### config.mk
export PLATFORM = sky130hd
export DESIGN_NAME = mul_sequencer
export DESIGN_NICKNAME = d
export VERILOG_FILES = /design/src/rtl/mul_sequencer.sv
export SDC_FILE = /design/constraint.sdc
export NUM_CORES = 1
export LEC_CHECK = 0
export ABC_CLOCK_PERIOD_IN_PS = 8300
export BUFFER_PORTS_ARGS = -buffer_cell sky130_fd_sc_hd__buf_2
export CAP_MARGIN = 10
export CORE_AREA = 2 2 78 80
export DETAILED_ROUTE_END_ITERATION = 8
export DIE_AREA = 0 0 80 82
export GPL_TIMING_DRIVEN = 1
export HOLD_SLACK_MARGIN = 0.1
export PLACE_DENSITY = 0.75
export SYNTH_ARGS = -nofsm -noshare
export SYNTH_HDL_FRONTEND = slang
export SYNTH_SLANG_ARGS = --single-unit
### constraint.sdc
create_clock -name clk -period 8.3 [get_ports clk]
set_clock_uncertainty 0.2 [all_clocks]
set_input_delay 0.415 -clock clk [delete_from_list [all_inputs] [get_ports clk]]
set_output_delay 0.415 -clock clk [all_outputs]
set_load 0.05 [all_outputs]
### src/rtl/mul_sequencer.sv
// mul_sequencer -- iterative multiplier, one add/shift step per clock.
//
// Purpose:
//   Multiplies op_a (M) by op_b (MR) over WIDTH RUN cycles and returns the
//   full 2*WIDTH-bit product as {acc_out, mr_out}.
//   Default build: unsigned shift-add. With MUL_SEQUENCER_SIGNED_EN defined:
//   radix-2 Booth signed multiply. Ports and latency match in both builds.
//
// Ports:
//   clk        in   clock, all state changes on the rising edge
//   rst        in   synchronous active-low reset
//   start      in   begin a multiply (looked at only in IDLE)
//   op_a       in   [WIDTH-1:0] multiplicand, captured on accepted start
//   op_b       in   [WIDTH-1:0] multiplier, captured on accepted start
//   busy       out  high while the multiply is running
//   done       out  one-cycle pulse, product valid on acc_out/mr_out
//   acc_out    out  [WIDTH-1:0] product high half (ACC)
//   mr_out     out  [WIDTH-1:0] product low half (MR)
//   state_dbg  out  [1:0] current FSM state (0 IDLE, 1 RUN, 2 DONE)
//
// Handshake: start is a request with no ready. It is accepted only at a
// rising edge where the FSM is in IDLE; at any other time it is ignored and
// never queued. Operands are sampled at that edge only. done pulses for one
// cycle per accepted start, and the product stays on acc_out/mr_out until
// the next accepted start or reset.
//
// busy and done are registered copies of the state, so they appear one
// cycle after the state enters RUN/DONE. This gives done WIDTH+1 cycles
// after the accepting edge.
module mul_sequencer #(
  parameter int WIDTH = 16
) (
  input  logic             clk,
  input  logic             rst,
  input  logic             start,
  input  logic [WIDTH-1:0] op_a,
  input  logic [WIDTH-1:0] op_b,
  output logic             busy,
  output logic             done,
  output logic [WIDTH-1:0] acc_out,
  output logic [WIDTH-1:0] mr_out,
  output logic [1:0]       state_dbg
);

  localparam int CW = (WIDTH > 1) ? $clog2(WIDTH) : 1;

  typedef enum logic [1:0] {
    S_IDLE = 2'd0,
    S_RUN  = 2'd1,
    S_DONE = 2'd2
  } state_t;

  state_t           state_q, state_d;
  logic [WIDTH-1:0] m_q, m_d;
  logic [WIDTH-1:0] acc_q, acc_d;
  logic [WIDTH-1:0] mr_q, mr_d;
  logic [CW-1:0]    cnt_q, cnt_d;
  logic             busy_q, busy_d;
  logic             done_q, done_d;
  logic [WIDTH:0]   sum;

`ifdef MUL_SEQUENCER_SIGNED_EN
  logic             q_q, q_d;
  logic [WIDTH:0]   acc_x;
  logic [WIDTH:0]   m_x;

  // One extra sign bit keeps ACC - M exact even when M is the most
  // negative value; sum[WIDTH] is then the true sign for the shift.
  assign acc_x = {acc_q[WIDTH-1], acc_q};
  assign m_x   = {m_q[WIDTH-1], m_q};

  always_comb begin
    case ({mr_q[0], q_q})
      2'b01:   sum = acc_x + m_x;
      2'b10:   sum = acc_x - m_x;
      default: sum = acc_x;
    endcase
  end
`else
  // sum[WIDTH] is the carry C that shifts back into ACC's top bit.
  assign sum = {1'b0, acc_q} + (mr_q[0] ? {1'b0, m_q} : '0);
`endif

  always_comb begin
    state_d = state_q;
    m_d     = m_q;
    acc_d   = acc_q;
    mr_d    = mr_q;
    cnt_d   = cnt_q;
`ifdef MUL_SEQUENCER_SIGNED_EN
    q_d     = q_q;
`endif
    busy_d  = (state_q == S_RUN);
    done_d  = (state_q == S_DONE);

    case (state_q)
      S_IDLE: begin
        if (start) begin
          m_d     = op_a;
          acc_d   = '0;
          mr_d    = op_b;
          cnt_d   = '0;
`ifdef MUL_SEQUENCER_SIGNED_EN
          q_d     = 1'b0;
`endif
          state_d = S_RUN;
        end
      end
      S_RUN: begin
        // Right shift of {sum, MR} (and Q in the Booth build).
        acc_d = sum[WIDTH:1];
        mr_d  = {sum[0], mr_q[WIDTH-1:1]};
`ifdef MUL_SEQUENCER_SIGNED_EN
        q_d   = mr_q[0];
`endif
        cnt_d = cnt_q + CW'(1);
        if (cnt_q == CW'(WIDTH - 1)) begin
          state_d = S_DONE;
        end
      end
      S_DONE: begin
        state_d = S_IDLE;
      end
      default: begin
        state_d = S_IDLE;
      end
    endcase
  end

  always_ff @(posedge clk) begin
    if (!rst) begin
      state_q <= S_IDLE;
      m_q     <= '0;
      acc_q   <= '0;
      mr_q    <= '0;
      cnt_q   <= '0;
`ifdef MUL_SEQUENCER_SIGNED_EN
      q_q     <= 1'b0;
`endif
      busy_q  <= 1'b0;
      done_q  <= 1'b0;
    end else begin
      state_q <= state_d;
      m_q     <= m_d;
      acc_q   <= acc_d;
      mr_q    <= mr_d;
      cnt_q   <= cnt_d;
`ifdef MUL_SEQUENCER_SIGNED_EN
      q_q     <= q_d;
`endif
      busy_q  <= busy_d;
      done_q  <= done_d;
    end
  end

  assign busy      = busy_q;
  assign done      = done_q;
  assign acc_out   = acc_q;
  assign mr_out    = mr_q;
  assign state_dbg = state_q;

endmodule

==> impl_metrics.csv <==
group,metric,value,unit
clocking,htree_levels,2,
sta,fin_crit,2.998,ns
global_routing,grt_antenna_before_repair,0,
die,start_util,0.4863,
sta,worstMarginPinSlew,1.075,ns
detailed_routing,drc_errors,0,
place,place_area,3191,um2
power_and_ir_drop,p_leak,1.516,nW
sta,hold_viol_final,0,
place,place_worst_setup_slack,5.346,ns
die,die-height,82,um
sta,tns,0,ns
synthesis,synthSimpleGateAreaFrac,0.2167,
clocking,clkLatencyLatePin,0.32,ns
sta,report.final.slew_viol_count,0,
sta,fin_ws,5.302,ns
clocking,cts_setup_buffers,0,
die,core_area,5746,um2
clocking,cts_buffer_depth,2,
place,hpwl,4909,um
synthesis,synth_compound_area_frac,0.2208,
synthesis,synth.area.mux_share,0.004030,
synthesis,synth_xor_xnor_area_share,0.04075,
place,portBuffers,70,
synthesis,synth_top_family_by_area,"compound AO/OA/AOI/OAI gates",
sta,relSlewSlack,0.2813,
final_layout,final_core_util,0.5716,
synthesis,syn_area_per_cell,8.122,um2
synthesis,synth_edf_count,0,
detailed_routing,ant_nets,0,
power_and_ir_drop,pwr_density_cell,167.3,nW/um2
synthesis,yosys.area_share.adder,0.08330,
final_layout,num_antenna_cells,0,
die,dieArea,6560,um2
synthesis,netlist_area,2794,um2
final_layout,final_layout_size_suffix_gt1_frac,0.2132,
detailed_routing,wl_per_cell,13.60,um
run,cap_violations,0,
sta,rsz0062_at_grt,"false",
detailed_routing,drtPass1Iterations,4,
power_and_ir_drop,vdd_ir_drop_max,0.1237,mV
clocking,cts_tree,"done",
clocking,cts_resized,0,
clocking,clk_transition_reported_paths,0.11,ns
die,rows,28,
synthesis,syn_nets,397,
hold_path,min_path_type,"primary input to flip-flop",
die,io_pins,71,
place,gp_congestion,0.8683,
critical_path,cp-end-kind,"flip-flop",
power_and_ir_drop,power,0.5495,mW
detailed_routing,wirelength,6568,um
synthesis,synth_cell_types,42,
detailed_routing,dr_total_vias,2594,
place,dp_cells,475,
global_routing,grt_max_degree,34,
sta,fmax,0.3336,GHz
synthesis,ys_warn_count,0,
clocking,cts_root_buffer,"clkbuf_8",
synthesis,synth_ff_type,"dfxtp_1",
critical_path,critPathKind,"flip-flop to flip-flop",
synthesis,seq_area_frac_synth,0.4013,
synthesis,synth_seq_cells,56,
sta,fin_crit_sh,0.3612,
clocking,clock_sinks,56,
detailed_routing,drtIter0Drc,117,
global_routing,track_usage,0.2090,
die,fp.dieW,80,um
sta,setup_viol,0,
final_layout,stdcell_area,3284,um2
clocking,holdBufCountCts,0,
global_routing,grt-ovfl-total,0,
global_routing,grt_pass1_wl,10860,um
critical_path,worstPathMaxFanout,18,
final_layout,final_nets,460,
critical_path,cp.arrival,3.02,ns
final_layout,area_growth,17.55,%
detailed_routing,viasPerCell,5.371,
critical_path,cp-start-kind,"flip-flop",
run_status,outcome,"finished, final reports clean",
critical_path,critical_path_required,8.32,ns
final_layout,stdcell_count,483,
synthesis,async_reset_ff_frac,0,
sta,holdWs,0.1165,ns
global_routing,grt_pass1_vias,2453,
clocking,numCtsBuffers,5,
synthesis,syn_inst,344,
## routing by layer
metal	vias up	part of all wire	GRT usage
met2	57	0.49	0.3608
met5	-	0	0
li1	1330	-	-
met4	0	0.019	0.08305
met1	1195	0.45	0.2593
met3	12	0.044	0.03626
## layout by cell type, fill, tap and decap left out, types with 4 or more instances in the layout
cell type  synthesis  final
and2_1            16     16
xor2_1             7      7
clkbuf_8           0      5
o21ai_1            4      4
xnor2_1            6      6
o221ai_1          16     16
buf_2              2     70
a21o_1             5      5
nand3_1            4      4
a21oi_1           32     32
nand2_1           56     56
nor2_1            49     49
ha_1              17     17
dfxtp_1           56     56
o21ai_0           16     16
inv_1              8      8
## flip-flops by register name, indices dropped and copies added, names as in the netlist
| signal | count |
|---|---|
| acc_out | 16 |
| done | 1 |
| busy | 1 |
| mr_out | 16 |
| cnt_q | 4 |
| state_dbg | 2 |
| m_q | 16 |
## critical path: stages, from the launching register on
cell and delay, ns:
dfxtp_1 0.61, and2_1 0.19, ha_1 0.19, inv_1 0.06, fa_1 0.41, and2b_1 0.23
o2111ai_1 0.16, nand2_2 0.15, a21boi_2 0.09, or3b_1 0.38, a32o_1 0.25
## cell usage after synthesis (all sizes together), types with 3 or more instances
cell | instances | area share
a31oi | 3 | 0.0090
inv | 8 | 0.011
o21ai | 20 | 0.036
o221ai | 16 | 0.050
a21oi | 32 | 0.057
nand3 | 4 | 0.0072
o21bai | 3 | 0.0094
clkbuf | 14 | 0.019
ha | 17 | 0.076
and2 | 16 | 0.036
nand2 | 58 | 0.080
nor2 | 49 | 0.066
xnor2 | 6 | 0.019
dfxtp | 56 | 0.40
xor2 | 7 | 0.022
a21o | 5 | 0.013
## kinds of logic (layout without fill, tap and decap cells)
kind of cell             after synthesis  after routing
AO/OA/AOI/OAI                         93             93
XOR/XNOR                              13             13
adder cells (fa/ha/maj)               18             18
buffers and inverters                 24             88
flip-flops                            56             56
multiplexers                           1              1
AND/OR/NAND/NOR                      139            139
## worst paths after layout
check / slack, ns / end / cells past startpoint / start
max: 5.30 / acc_out[11] / 10 / mr_out[0]
min: 0.12 / m_q[4] / 3 / op_a[4]
max reg2reg: 5.30 / acc_out[11] / 10 / mr_out[0]
min reg2reg: 0.26 / m_q[10] / 2 / m_q[10]
## final cells by class
| class | instances | area [um2] |
|---|---|---|
| tap | 75 | 93.84 |
| timing repair buffer | 72 | 365.4 |
| clock buffer | 5 | 68.82 |
| inverter | 8 | 30.03 |
| fill | 558 | 2461 |
| multi-input combinational | 264 | 1580 |
| clock inverter | 3 | 25.02 |
| sequential | 56 | 1121 |
## power breakdown
part	internal, mW	switching (mW)
combinational	0.0283	0.0679
sequential	0.283	0.0110
clock	0.0618	0.0976
Power figures use the tool's default switching activity.
